--- config.mk ---
export PLATFORM = sky130hd
export DESIGN_NAME = sketch_tuple_queue_flat
export DESIGN_NICKNAME = d
export VERILOG_FILES = /design/src/rtl/sketch_tuple_queue_if.sv /design/src/rtl/sketch_tuple_queue.sv /design/src/flat_wrapper.sv
export SDC_FILE = /design/constraint.sdc
export NUM_CORES = 1
export LEC_CHECK = 0
export ABC_AREA = 1
export CAP_MARGIN = 15
export CORE_AREA = 2 2 232 234
export DETAILED_ROUTE_END_ITERATION = 8
export DIE_AREA = 0 0 234 236
export PLACE_DENSITY = 0.81
export SLEW_MARGIN = 20
export SYNTH_ARGS = -nofsm -noshare
export SYNTH_HDL_FRONTEND = slang
export SYNTH_SLANG_ARGS = --single-unit
export TNS_END_PERCENT = 10
--- constraint.sdc ---
create_clock -name memclk -period 17.7 [get_ports memclk]
set_clock_uncertainty 0.2 [all_clocks]
set_input_delay 3.54 -clock memclk [delete_from_list [all_inputs] [get_ports memclk]]
set_output_delay 3.54 -clock memclk [all_outputs]
set_load 0.03 [all_outputs]
--- src/rtl/sketch_tuple_queue_if.sv ---
// sketch_tuple_queue_if: every non-clock/reset signal of sketch_tuple_queue in one bundle.
// Modports: slave = the queue block, master = the environment around it.
// Signals:
//   din/din_valid/din_empty/din_rd           cropped beat source and its read enable
//   tuser/tuser_valid/tuser_empty/tuser_rd   packet sideband source and its read enable
//   upd_valid/upd_ready/upd_tuple/upd_bytes/upd_key/upd_sram_id   tuple update handshake
//   rd_req/rd_addr/rd_valid/rd_ready/rd_key  register-read request and handshake
//   drop_cnt/runt_cnt                        saturating event counters
//   state                                    arbiter state (0 IDLE, 1 UPDATE, 2 REG_READ)
interface sketch_tuple_queue_if #(
    parameter int DATA_WIDTH  = 201,
    parameter int TUSER_WIDTH = 128,
    parameter int ADDR_WIDTH  = 19,
    parameter int CNT_WIDTH   = 16
);
    logic [DATA_WIDTH-1:0]  din;
    logic                   din_valid;
    logic                   din_empty;
    logic                   din_rd;
    logic [TUSER_WIDTH-1:0] tuser;
    logic                   tuser_valid;
    logic                   tuser_empty;
    logic                   tuser_rd;
    logic                   upd_valid;
    logic                   upd_ready;
    logic [103:0]           upd_tuple;
    logic [15:0]            upd_bytes;
    logic [31:0]            upd_key;
    logic [15:0]            upd_sram_id;
    logic                   rd_req;
    logic [ADDR_WIDTH-1:0]  rd_addr;
    logic                   rd_valid;
    logic                   rd_ready;
    logic [31:0]            rd_key;
    logic [CNT_WIDTH-1:0]   drop_cnt;
    logic [CNT_WIDTH-1:0]   runt_cnt;
    logic [1:0]             state;
    modport slave (
        input  din, din_valid, din_empty, tuser, tuser_valid, tuser_empty,
               upd_ready, rd_req, rd_addr, rd_ready,
        output din_rd, tuser_rd, upd_valid, upd_tuple, upd_bytes, upd_key, upd_sram_id,
               rd_valid, rd_key, drop_cnt, runt_cnt, state
    );
    modport master (
        output din, din_valid, din_empty, tuser, tuser_valid, tuser_empty,
               upd_ready, rd_req, rd_addr, rd_ready,
        input  din_rd, tuser_rd, upd_valid, upd_tuple, upd_bytes, upd_key, upd_sram_id,
               rd_valid, rd_key, drop_cnt, runt_cnt, state
    );
endinterface

--- src/rtl/sketch_tuple_queue.sv ---
// sketch_tuple_queue: extracts a 5-tuple + byte count from cropped packet beats, queues
// it, and arbitrates between sketch updates and register reads.
// Ports:
//   memclk   clock, all logic on the rising edge
//   reset_n  asynchronous active-low reset
//   bus      sketch_tuple_queue_if.slave (beat/sideband sources, update and read handshakes,
//            drop/runt counters, arbiter state)
// Build option: define SKETCH_IPV4_FILTER_EN to queue only packets with eth_type 0x0800.
module sketch_tuple_queue #(
    parameter int DATA_WIDTH  = 201,
    parameter int TUSER_WIDTH = 128,
    parameter int FIFO_DEPTH  = 4,
    parameter int ADDR_WIDTH  = 19,
    parameter int CNT_WIDTH   = 16
) (
    input logic                 memclk,
    input logic                 reset_n,
    sketch_tuple_queue_if.slave bus
);
    localparam int PW = $clog2(FIFO_DEPTH);
    localparam int EW = 120;
    typedef enum logic [1:0] {IDLE = 2'd0, UPDATE = 2'd1, REG_READ = 2'd2} state_t;
    state_t                r_state;
    state_t                w_next;
    logic [1:0]            r_beat;
    logic [31:0]           r_src_ip;
    logic [31:0]           r_dst_ip;
    logic [15:0]           r_sport;
    logic [15:0]           r_dport;
    logic [15:0]           r_bytes;
    logic [7:0]            r_proto;
    logic                  r_push;
    logic [EW-1:0]         r_mem [FIFO_DEPTH];
    logic [PW-1:0]         r_wptr;
    logic [PW-1:0]         r_rptr;
    logic [PW:0]           r_count;
    logic                  r_pend;
    logic                  r_last_rd;
    logic [ADDR_WIDTH-1:0] r_addr;
    logic [CNT_WIDTH-1:0]  r_drop;
    logic [CNT_WIDTH-1:0]  r_runt;
    logic                  w_last;
    logic                  w_full;
    logic                  w_pop;
    logic                  w_push_ok;
    logic                  w_drop;
    logic                  w_avail;
    logic                  w_pass;
    logic [EW-1:0]         w_ent;
    logic [31:0]           w_key;

    assign bus.din_rd   = bus.din_valid & ~bus.din_empty;
    assign bus.tuser_rd = bus.tuser_valid & ~bus.tuser_empty;
    assign w_last       = bus.din_valid & bus.din[1];

`ifdef SKETCH_IPV4_FILTER_EN
    logic [15:0] r_eth;
    always_ff @(posedge memclk or negedge reset_n)
        if (!reset_n)
            r_eth <= '0;
        else if (bus.din_valid && r_beat == 2'd0)
            r_eth <= {bus.din[112:105], bus.din[120:113]};
    assign w_pass = r_eth == 16'h0800;
`else
    assign w_pass = 1'b1;
`endif

    // Beat parsing; the tuple is complete when the last beat is accepted, so the push
    // request is a one-cycle registered pulse after it.
    always_ff @(posedge memclk or negedge reset_n) begin
        if (!reset_n) begin
            r_beat   <= '0;
            r_push   <= 1'b0;
            r_src_ip <= '0;
            r_dst_ip <= '0;
            r_sport  <= '0;
            r_dport  <= '0;
            r_bytes  <= '0;
            r_proto  <= '0;
            r_runt   <= '0;
            r_drop   <= '0;
        end else begin
            r_push <= w_last && r_beat != 2'd0 && w_pass;
            if (bus.din_valid)
                r_beat <= bus.din[1] ? 2'd0 : (r_beat == 2'd2 ? 2'd2 : r_beat + 2'd1);
            if (bus.din_valid && r_beat == 2'd0) begin
                r_proto <= {bus.din[196:193], bus.din[200:197]};
                r_sport <= bus.tuser[47:32];
                r_dport <= bus.tuser[63:48];
                r_bytes <= bus.tuser[15:0];
            end
            if (bus.din_valid && r_beat == 2'd1) begin
                r_src_ip <= {bus.din[32:25], bus.din[40:33], bus.din[48:41], bus.din[56:49]};
                r_dst_ip <= {bus.din[64:57], bus.din[72:65], bus.din[80:73], bus.din[88:81]};
            end
            if (w_last && r_beat == 2'd0 && r_runt != '1)
                r_runt <= r_runt + 1'b1;
            if (w_drop && r_drop != '1)
                r_drop <= r_drop + 1'b1;
        end
    end

    // A pop in the same cycle frees the slot, so a push into a full queue still lands.
    assign w_full    = r_count == (PW+1)'(FIFO_DEPTH);
    assign w_pop     = r_state == UPDATE && bus.upd_ready;
    assign w_push_ok = r_push && (!w_full || w_pop);
    assign w_drop    = r_push && w_full && !w_pop;
    // Counting the in-flight push lets the arbiter grant UPDATE one cycle earlier.
    assign w_avail   = r_count != '0 || w_push_ok;

    always_ff @(posedge memclk)
        if (w_push_ok)
            r_mem[r_wptr] <= {r_src_ip, r_dst_ip, r_sport, r_dport, r_proto, r_bytes};

    always_ff @(posedge memclk or negedge reset_n) begin
        if (!reset_n) begin
            r_wptr  <= '0;
            r_rptr  <= '0;
            r_count <= '0;
        end else begin
            if (w_push_ok)
                r_wptr <= r_wptr + 1'b1;
            if (w_pop)
                r_rptr <= r_rptr + 1'b1;
            r_count <= r_count + (PW+1)'(w_push_ok) - (PW+1)'(w_pop);
        end
    end

    // A request arriving in the same cycle the previous one completes stays pending.
    always_ff @(posedge memclk or negedge reset_n) begin
        if (!reset_n) begin
            r_pend    <= 1'b0;
            r_addr    <= '0;
            r_last_rd <= 1'b0;
        end else begin
            if (r_state == REG_READ && bus.rd_ready)
                r_pend <= 1'b0;
            if (bus.rd_req) begin
                r_pend <= 1'b1;
                r_addr <= bus.rd_addr;
            end
            if (r_state == IDLE && w_next != IDLE)
                r_last_rd <= w_next == REG_READ;
        end
    end

    always_ff @(posedge memclk or negedge reset_n)
        if (!reset_n)
            r_state <= IDLE;
        else
            r_state <= w_next;

    always_comb begin
        w_next = r_state;
        case (r_state)
            IDLE:     w_next = w_avail && (!r_pend || r_last_rd) ? UPDATE : (r_pend ? REG_READ : IDLE);
            UPDATE:   w_next = bus.upd_ready ? IDLE : UPDATE;
            REG_READ: w_next = bus.rd_ready ? IDLE : REG_READ;
            default:  w_next = IDLE;
        endcase
    end

    always_comb begin
        w_ent           = r_state == UPDATE ? r_mem[r_rptr] : '0;
        w_key           = w_ent[119:88] | w_ent[87:56];
        bus.upd_valid   = r_state == UPDATE;
        bus.rd_valid    = r_state == REG_READ;
        bus.upd_tuple   = w_ent[119:16];
        bus.upd_bytes   = w_ent[15:0];
        bus.upd_key     = w_key;
        bus.upd_sram_id = w_key[15:0];
        bus.rd_key      = r_state == REG_READ ? 32'(r_addr) : '0;
        bus.drop_cnt    = r_drop;
        bus.runt_cnt    = r_runt;
        bus.state       = r_state;
    end
endmodule

--- src/flat_wrapper.sv ---
// flat-port wrapper written by rule: the top's interface ports become plain ports
module sketch_tuple_queue_flat 
#(
    parameter int DATA_WIDTH  = 201,
    parameter int TUSER_WIDTH = 128,
    parameter int FIFO_DEPTH  = 4,
    parameter int ADDR_WIDTH  = 19,
    parameter int CNT_WIDTH   = 16
)
  (memclk, reset_n, bus_din, bus_din_valid, bus_din_empty, bus_tuser, bus_tuser_valid, bus_tuser_empty, bus_upd_ready, bus_rd_req, bus_rd_addr, bus_rd_ready, bus_din_rd, bus_tuser_rd, bus_upd_valid, bus_upd_tuple, bus_upd_bytes, bus_upd_key, bus_upd_sram_id, bus_rd_valid, bus_rd_key, bus_drop_cnt, bus_runt_cnt, bus_state);
  sketch_tuple_queue_if #(.DATA_WIDTH(DATA_WIDTH), .TUSER_WIDTH(TUSER_WIDTH), .ADDR_WIDTH(ADDR_WIDTH), .CNT_WIDTH(CNT_WIDTH)) bus_i ();
  input logic memclk;
  input logic reset_n;
  input wire logic [$bits(bus_i.din)-1:0] bus_din;
  input wire logic [$bits(bus_i.din_valid)-1:0] bus_din_valid;
  input wire logic [$bits(bus_i.din_empty)-1:0] bus_din_empty;
  input wire logic [$bits(bus_i.tuser)-1:0] bus_tuser;
  input wire logic [$bits(bus_i.tuser_valid)-1:0] bus_tuser_valid;
  input wire logic [$bits(bus_i.tuser_empty)-1:0] bus_tuser_empty;
  input wire logic [$bits(bus_i.upd_ready)-1:0] bus_upd_ready;
  input wire logic [$bits(bus_i.rd_req)-1:0] bus_rd_req;
  input wire logic [$bits(bus_i.rd_addr)-1:0] bus_rd_addr;
  input wire logic [$bits(bus_i.rd_ready)-1:0] bus_rd_ready;
  output wire logic [$bits(bus_i.din_rd)-1:0] bus_din_rd;
  output wire logic [$bits(bus_i.tuser_rd)-1:0] bus_tuser_rd;
  output wire logic [$bits(bus_i.upd_valid)-1:0] bus_upd_valid;
  output wire logic [$bits(bus_i.upd_tuple)-1:0] bus_upd_tuple;
  output wire logic [$bits(bus_i.upd_bytes)-1:0] bus_upd_bytes;
  output wire logic [$bits(bus_i.upd_key)-1:0] bus_upd_key;
  output wire logic [$bits(bus_i.upd_sram_id)-1:0] bus_upd_sram_id;
  output wire logic [$bits(bus_i.rd_valid)-1:0] bus_rd_valid;
  output wire logic [$bits(bus_i.rd_key)-1:0] bus_rd_key;
  output wire logic [$bits(bus_i.drop_cnt)-1:0] bus_drop_cnt;
  output wire logic [$bits(bus_i.runt_cnt)-1:0] bus_runt_cnt;
  output wire logic [$bits(bus_i.state)-1:0] bus_state;
  assign bus_i.din = bus_din;
  assign bus_i.din_valid = bus_din_valid;
  assign bus_i.din_empty = bus_din_empty;
  assign bus_i.tuser = bus_tuser;
  assign bus_i.tuser_valid = bus_tuser_valid;
  assign bus_i.tuser_empty = bus_tuser_empty;
  assign bus_i.upd_ready = bus_upd_ready;
  assign bus_i.rd_req = bus_rd_req;
  assign bus_i.rd_addr = bus_rd_addr;
  assign bus_i.rd_ready = bus_rd_ready;
  assign bus_din_rd = bus_i.din_rd;
  assign bus_tuser_rd = bus_i.tuser_rd;
  assign bus_upd_valid = bus_i.upd_valid;
  assign bus_upd_tuple = bus_i.upd_tuple;
  assign bus_upd_bytes = bus_i.upd_bytes;
  assign bus_upd_key = bus_i.upd_key;
  assign bus_upd_sram_id = bus_i.upd_sram_id;
  assign bus_rd_valid = bus_i.rd_valid;
  assign bus_rd_key = bus_i.rd_key;
  assign bus_drop_cnt = bus_i.drop_cnt;
  assign bus_runt_cnt = bus_i.runt_cnt;
  assign bus_state = bus_i.state;
  sketch_tuple_queue #(.DATA_WIDTH(DATA_WIDTH), .TUSER_WIDTH(TUSER_WIDTH), .FIFO_DEPTH(FIFO_DEPTH), .ADDR_WIDTH(ADDR_WIDTH), .CNT_WIDTH(CNT_WIDTH)) u_core (.memclk(memclk), .reset_n(reset_n), .bus(bus_i));
endmodule
# [Word-level counts from Yosys, hierarchy flattened]
# Memory sizes are Yosys's and may differ from the RTL's.
# Cells that the tools add are included.
[totals] register_bits=185 latchBits=0 mem_bits_rw=480 rom_bits=0 input_bits=357 output_inout_bits=238 word_cells=77 n_memories=1
[op_classes] addsub=7 n_mul=0 div=0 magnitude_cmp=0 n_eq_ne=8 shifts=0 muxes=13 n_bitwise=6 reduce_logical=25
[mem_list] name="u_core.r_mem" depth=4 width=120 rd=1 rd_ports_with_merged_regs=0 write_ports=1 line_no="sketch_tuple_queue.sv:33" text="logic [EW-1:0] r_mem [FIFO_DEPTH];"
[ops] operator="2-to-1 mux 120 bit" count=1
[ops] operator="adder 16 x 1 -> 16 bit, second input constant" count=2
[ops] operator="!= test 16 bit, second input constant" count=2
[ops] operator="OR 32 bit" count=1
[ops] operator="2-to-1 mux 19 bit" count=1
[ops] operator="logical AND 1 bit" count=13
[ops] operator="2-to-1 mux 2 bit" count=5
[ops] operator="adder 2 x 1 -> 2 bit, second input constant" count=3
[ops] operator="equality test 2 bit, second input constant" count=3
[ops] operator="case mux 2 bit (3 select lines)" count=1
[ops] operator="nonzero test 2 bit" count=3
[ops] operator="2-to-1 mux 1 bit" count=5
[ops] operator="equality test 2 x 1 -> 1 bit, second input constant" count=2
[ops] operator="logical NOT 2 bit" count=2
[ops] operator="adder 3 x 1 -> 3 bit" count=1
[ops] operator="bitwise AND 1 bit" count=3
[ops] operator="equality test 3 bit, second input constant" count=1
[ops] operator="logical NOT 1 bit" count=3
[ops] operator="logical OR 1 bit" count=3
[ops] operator="nonzero test 3 bit" count=1
[ops] operator="subtractor 3 x 1 -> 3 bit" count=1
[ops] operator="inverter 1 bit" count=2

# [Logic depth before layout (Yosys ltp)]
# Gate-level depths: netlist (run 1).
[logic_depth] ltp_word=10 depth_mapped=10 ltp_nobuf=9

# [Worst setup path before layout (run 1)]
# OpenSTA, ideal clock, no wires.
[synth_timing] kind="input to register" start="input bus_upd_ready" end="memory u_core.r_mem[0][0] (enable)" setup_ns=0.601 arrival_ns=8.874 required_time_ns=16.899 slack_ns=8.025 cell_stages=4 path_buffers=0 path_cell_list="nand2_1 -> nand2_1 -> nand2_1 -> nor2_1"
[synth_between] elab_chain_len=5
[synth_rtl] element="from (decl)" line_no="flat_wrapper.sv:20" text="input wire logic [$bits(bus_i.upd_ready)-1:0] bus_upd_ready;"
[synth_rtl] element="logical AND 1 bit" line_no="sketch_tuple_queue.sv:105" text="assign w_pop = r_state == UPDATE && bus.upd_ready;"
[synth_rtl] element="logical OR 1 bit" line_no="sketch_tuple_queue.sv:106" text="assign w_push_ok = r_push && (!w_full || w_pop);"
[synth_rtl] element="logical AND 1 bit" line_no="sketch_tuple_queue.sv:106"
[synth_rtl] element="2-to-1 mux 1 bit" line_no="sketch_tuple_queue.sv:112" text="if (w_push_ok)"
[synth_rtl] element="2-to-1 mux 1 bit (implied by the code)" line_no="sketch_tuple_queue.sv:113" text="r_mem[r_wptr] <= {r_src_ip, r_dst_ip, r_sport, r_dport, r_proto, r_bytes};"
[synth_rtl] element="to (decl)" line_no="sketch_tuple_queue.sv:33"
# No other way between the ends.

# [Final worst setup path (run 1)]
[layout_timing] start="input bus_din_valid" end="output bus_din_rd"
[layout_between] elab_chain_len=1
[layout_rtl] element="from (decl)" line_no="flat_wrapper.sv:15" text="input wire logic [$bits(bus_i.din_valid)-1:0] bus_din_valid;"
[layout_rtl] element="bitwise AND 1 bit" line_no="sketch_tuple_queue.sv:52" text="assign bus.din_rd = bus.din_valid & ~bus.din_empty;"
[layout_rtl] element="to (decl)" line_no="flat_wrapper.sv:24" text="output wire logic [$bits(bus_i.din_rd)-1:0] bus_din_rd;"
# No other way between the ends.

==> impl_metrics.tcl, run 1 <==
set metrics [dict create \
    synthTopCellsByArea "edfxtp_1 53%, dfrtp_1 17%, nor2_1 7.5%" \
    postCtsSetupRepairBufs 0 \
    initial_core_util_pct 51.19 \
    cpPeakStageDelay_ps 680 \
    port_buffers 373 \
    n_fill_cell 3842 \
    synth_top_family_by_area "simple AND/OR/NAND/NOR gates" \
    cts_root_buf "clkbuf_16" \
    crit_arrival_ps 5100 \
    gr-usage-met3_pct 5.210 \
    cpMostUsedCell "clkdlybuf4s50_1" \
    fp-row-count 85 \
    path_class "input pin to output port" \
    yosysTopAreaCell "edfxtp_1" \
    rsz0062_at_grt "false" \
    gr-usage-met2_pct 37.68 \
    syn_inst 2270 \
    max_freq_ghz 0.1131 \
    wl_per_cell_um 19.75 \
    leakage_nw 12.27 \
    slowest_stage "clkdlybuf4s50_1" \
    grt_busiest_layer "met2" \
    critPathRequiredTime_ps 13960 \
    wl_mm 66.20 \
    grt_start_max_net_pins 123 \
    synth-simple-area-share_pct 10.41 \
    synthAdderAreaFrac_pct 0.5803 \
    multi_input_area_um2 6873 \
    peakVddDrop_v 0.0001252 \
    path_clk_slew_ps 60 \
    hold_path.class "flip-flop to flip-flop" \
    slew_headroom_pct 27.74 \
    die_h_um 236 \
    drive_above_1_share_pct 11.32 \
    setup-tns-final_ps 0 \
    vias_per_cell 5.409 \
    gp_congestion 0.8211 \
    ios 595 \
    min_path_cells 1 \
    synthTopCellsByCount "543 x nor2_1, 480 x edfxtp_1, 192 x o21ai_0" \
    num_vias 18125 \
    coreArea_um2 53070 \
    grt_use_met1_pct 33.67 \
    setup_viol_count_final 0 \
    cts_buffers 68 \
    overflow 0 \
    cts_buffer_depth 3 \
    worstSetupEndpointType "output port" \
    nets 2968 \
    synth_edf_count 480 \
    synthDistinctLibCells 33 \
    crit_path_start_kind "input pin" \
    ys_seq_area_share_pct 70.10 \
    cp_cell_sequence "clkdlybuf4s50_1 -> inv_1 -> nor2_1 -> clkdlybuf4s50_1" \
    final_max_slew_viol_count 0 \
    synth_top_area_share_pct 53.06 \
    drc_errors 0 \
    cts_max_level 3 \
    finish.utilization_pct 62.88 \
    synthArstFlopShare_pct 27.82 \
    crit_family "buffers and inverters" \
    clock_latency_ps 600 \
    fin_crit_ps 8839 \
    crit_buf_inv 3 \
    synth.avg_cell_area_um2 11.97 \
    r2r_cells 6 \
    drt_first_pass_iters 8 \
    antenna_found_initial 3 \
    outcome "finished, final reports clean" \
    yosys_warnings 0 \
    hold_viol 0 \
    grt_pass1_vias 18062 \
    drtIter0Drc 1657 \
    syn_to_final_growth_pct 22.84 \
    place_hpwl_mm 39.63 \
    synth_mux_area_share_pct 4.974 \
    clock-sinks 665 \
    gr-usage-all-layers_pct 24.01 \
    syn_area_um2 27170 \
    final_antenna_net_count 0 \
    grt_pass1_wl_mm 100.9 \
    ys_ff_latch 665 \
    synth-compound-area-share_pct 8.424 \
    power.density_nw_per_um2 172.7 \
    regArea_um2 19050 \
    critPathMaxFanout 7 \
    synth_xor_area_share_pct 0.5803 \
    ys.flop_type "edfxtp_1" \
    chipWidth_um 234 \
    dieArea_um2 55220 \
    tightestPinTransition_ps 1084 \
    cts_tree "yes" \
    yosysMostFrequentCell "nor2_1" \
    fin_crit_sh_pct 49.94 \
    cts_hold_buffers 0 \
    max_cap_viol_count 0 \
    ctsResizeCount 0 \
    cp_num_cells 4 \
]
area by class of cell:
type / count / share of cell area [%]
diodes: 4 / 0.02999
inverters: 132 / 1.530
clock buffers: 98 / 5.871
flip-flops and latches: 665 / 57.08
well taps: 696 / 2.609
clock inverters: 24 / 0.6336
repair buffers: 393 / 11.65
multi-input cells: 1339 / 20.59
cell usage in the layout, fill, tap and decap left out, types with 2 or more instances in the layout:
master,n
xnor2_1,8
a21oi_2,21
buf_4,20
conb_1,13
nand2_1,166
clkbuf_16,72
diode_2,4
clkinv_2,10
inv_6,6
bufinv_16,3
xor2_1,10
dfrtp_1,183
nor2_4,4
clkdlybuf4s50_1,372
a21oi_1,67
inv_2,24
clkinv_1,4
clkbuf_1,20
nor2_1,539
nor2_2,2
nand3_1,14
nand4_1,10
mux2_2,120
ha_1,11
edfxtp_1,480
o21ai_0,192
clkbuf_8,6
clkinvlp_4,4
inv_1,105
o22ai_1,2
o21ai_1,151
final timing paths:
check | start | endpoint | slack [ps]
worst max-delay path | bus_din_valid | bus_din_rd | 8860
worst min-delay path | u_core.r_pend | u_core.r_pend | 290
worst max register to register | u_core.bus.state[1] | u_core.r_mem[2][57] | 14730
worst min register to register | u_core.r_pend | u_core.r_pend | 290
max in group asynchronous | reset_n | u_core.r_rptr[0] | 12460
min in group asynchronous | reset_n | u_core.r_proto[2] | 2700
metrics by stage:
step	instances	setup WS [ps]	hold slack, ps	power, mW	area, um^2
floorplan	2282	8025	253.7	3.611	27210
global placement	3225	8903	266.7	4.308	31190
detailed placement	3225	8874	281.4	4.392	31190
CTS	3347	8869	294.1	5.792	33360
global route	3350	8803	309.0	6.059	33370
finish	3351	8861	288.2	5.763	33370
kinds of logic (layout without fill, tap and decap cells):
logic type,Yosys count,after routing
xor+xnor,18,18
mux,120,120
fa+ha+maj,12,12
flops,665,665
simple gates,739,739
compound gates,437,437
buf+inv,278,647
other cells,1,17
registers in the layout, summed over array words and instances, names as in the netlist:
name                 cells
u_core.r_proto           8
u_core.r_wptr            2
u_core.r_dst_ip         32
u_core.r_mem           480
u_core.r_dport          16
u_core.r_sport          16
u_core.bus.drop_cnt     16
u_core.r_pend            1
u_core.r_bytes          16
u_core.r_beat            2
u_core.r_rptr            2
u_core.r_last_rd         1
u_core.r_addr           19
u_core.r_push            1
u_core.bus.runt_cnt     16
u_core.r_count           3
u_core.r_src_ip         32
u_core.bus.state         2
report_power, final:
part	switching [mW]	internal, mW	total, mW
registers	0.193	2.02	2.22
clock network	0.576	0.816	1.39
logic	1.42	0.737	2.15
worst reg2reg max path, delay by kind of cell, from the launching register on:
kind	cells	cell delay (ps)
flops	1	400
buf+inv	1	800
simple gates	5	1080
routing by layer:
layer  up-vias  part of all wire (%)  routed length (um)
li1       8398                     -                   -
met1      8865                    42               28090
met2       767                    47               31310
met3        95                   8.1                5356
met4         0                   2.2                1435
met5         -                     0                   0
No activity file was read; power rests on OpenSTA's default activity.
==> inputs of run 2 (changes only) <==
--- a/config.mk
+++ b/config.mk
@@ -7,10 +7,10 @@
 export LEC_CHECK = 0
 export ABC_AREA = 1
 export CAP_MARGIN = 15
-export CORE_AREA = 2 2 232 234
+export CORE_MARGIN = 2
+export CORE_UTILIZATION = 51
 export DETAILED_ROUTE_END_ITERATION = 8
-export DIE_AREA = 0 0 234 236
-export PLACE_DENSITY = 0.81
+export PLACE_DENSITY = 0.8
 export SLEW_MARGIN = 20
 export SYNTH_ARGS = -nofsm -noshare
 export SYNTH_HDL_FRONTEND = slang
==> constraint.sdc (replaced) <==
create_clock -name memclk -period 8.7 [get_ports memclk]
set_clock_uncertainty 0.2 [all_clocks]
set_input_delay 1.74 -clock memclk [delete_from_list [all_inputs] [get_ports memclk]]
set_output_delay 1.74 -clock memclk [all_outputs]
set_load 0.03 [all_outputs]
==> impl_metrics.tcl, run 2 (synthesis results as in run 1) <==
set metrics [dict create \
    crit_buf_inv 4 \
    postCtsSetupRepairBufs 0 \
    hp-start "u_core.r_pend" \
    cp_num_cells 7 \
    peakVddDrop_v 0.0003616 \
    rr_endpoint "u_core.r_mem[2][66]" \
    slew_headroom_pct 29.26 \
    cts_max_level 3 \
    hold_viol 0 \
    fin_crit_ps 6106 \
    max_cap_viol_count 0 \
    n_fill_cell 3831 \
    wl_per_cell_um 19.49 \
    top_regs "u_core.r_mem x480, u_core.r_dst_ip x32, u_core.r_src_ip x32" \
    place_hpwl_mm 38.83 \
    drc_errors 0 \
    port_buffers 373 \
    chipWidth_um 234.8 \
    coreArea_um2 52660 \
    cts_buffer_depth 3 \
    drt_first_pass_iters 5 \
    crit_path_start_kind "flip-flop" \
    crit_arrival_ps 4170 \
    largest_reg_flops 480 \
    ctsResizeCount 0 \
    fin_worst_hold_slack_ps 293.9 \
    layout_commonest_cell "nor2_1" \
    worstSetupEndpointType "output port" \
    vias_per_cell 5.393 \
    worstReg2RegStart "u_core.bus.state[1]" \
    grt_pass1_wl_mm 99.97 \
    overflow 0 \
    initial_core_util_pct 51.59 \
    fp-row-count 84 \
    ios 595 \
    cp_cell_sequence "inv_6 -> buf_4 -> o21ai_0 -> o21ai_1 -> inv_1 -> a21oi_1 -> clkdlybuf4s50_1" \
    die_h_um 234.8 \
    leakage_nw 12.23 \
    cts_hold_buffers 0 \
    crit_family "buffers and inverters" \
    syn_to_final_growth_pct 22.54 \
    multi_input_area_um2 6873 \
    cts_tree "yes" \
    regArea_um2 19050 \
    slowest_stage "buf_4" \
    rsz0062_at_grt "false" \
    startpoint "u_core.r_rptr[0]" \
    gp_congestion 0.8439 \
    clock-sinks 665 \
    final_max_slew_viol_count 0 \
    dieArea_um2 55130 \
    antenna_found_initial 14 \
    drtIter0Drc 1391 \
    cpPeakStageDelay_ps 790 \
    grt_pass1_vias 17918 \
    clock_latency_ps 590 \
    wl_mm 65.11 \
    nets 2964 \
    power.density_nw_per_um2 348.3 \
    max_freq_ghz 0.1638 \
    grt_start_max_net_pins 132 \
    critPathMaxFanout 94 \
    fin_crit_sh_pct 70.19 \
    cts_buffers 66 \
    layout_common_cells "539 x nor2_1, 480 x edfxtp_1, 372 x clkdlybuf4s50_1" \
    gr-usage-all-layers_pct 23.55 \
    tightestPinTransition_ps 1058 \
    final_antenna_net_count 0 \
    hold_path.class "flip-flop to flip-flop" \
    r2r_slack_ps 5470 \
    setup_viol_count_final 0 \
    r2r_cells 6 \
    largest_register "u_core.r_mem" \
    num_vias 18017 \
    critPathRequiredTime_ps 6760 \
    setup-tns-final_ps 0 \
    cts_root_buf "clkbuf_16" \
    outcome "finished, final reports clean" \
    path_class "flip-flop to output port" \
    drive_above_1_share_pct 11.08 \
    endpoint "bus_upd_key[24]" \
    path_clk_slew_ps 60 \
]
==> run 2: power by group <==
part / total (mW) / switching [mW] / leakage [nW] / internal [mW]
combinational: 4.29 / 2.79 / 4.65 / 1.50
clock: 2.77 / 1.15 / 1.02 / 1.62
sequential: 4.54 / 0.427 / 6.55 / 4.12
total: 11.6 / 4.36 / 12.2 / 7.23
==> run 2: how the worst min path moves through the flow <==
| stage | endpoint | slack, ps | depth (start not counted) |
|---|---|---|---|
| after floorplan | u_core.r_pend | 250 | 1 |
| after global placement | u_core.r_pend | 270 | 1 |
| after detailed placement | u_core.r_pend | 280 | 1 |
| after CTS | u_core.r_pend | 290 | 1 |
| after global routing | u_core.r_mem[3][55] | 310 | 0 |
| final | u_core.r_pend | 290 | 1 |
==> run 2: worst register-to-register path: cells and delay by family (launching register included) <==
| kind | cells | cell delay (ps) |
|---|---|---|
| flip-flops | 1 | 410 |
| AND/OR/NAND/NOR | 5 | 1560 |
| buffers and inverters | 1 | 600 |
==> run 2: cell type report <==
type                    instances  share of cell area [%]
flip-flops and latches        665                   57.22
multi-input cells            1339                   20.64
well taps                     688                   2.586
diodes                          8                 0.06013
clock inverters                27                  0.8043
clock buffers                  91                   5.487
inverters                     132                   1.533
repair buffers                391                   11.67
==> run 2: stage by stage <==
stage	utilization, %	setup WS, ps	instance area, um^2	cells	power [mW]
after floorplan	-	824.6	27210	2282	7.347
after global placement	59.21	3168	31180	3215	8.728
after detailed placement	59.21	3141	31180	3215	8.877
after CTS	63.19	2475	33270	3333	11.65
after global routing	63.22	2228	33290	3339	12.18
final	63.23	2594	33290	3341	11.59
==> run 2: layer usage <==
layer / up-vias / share of wire [%] / track usage (%)
met4: 6 / 2.6 / 8.516
met5: - / 0.057 / 0
li1: 8379 / - / -
met3: 109 / 7.8 / 5.404
met2: 746 / 49 / 39.30
met1: 8777 / 41 / 30.31
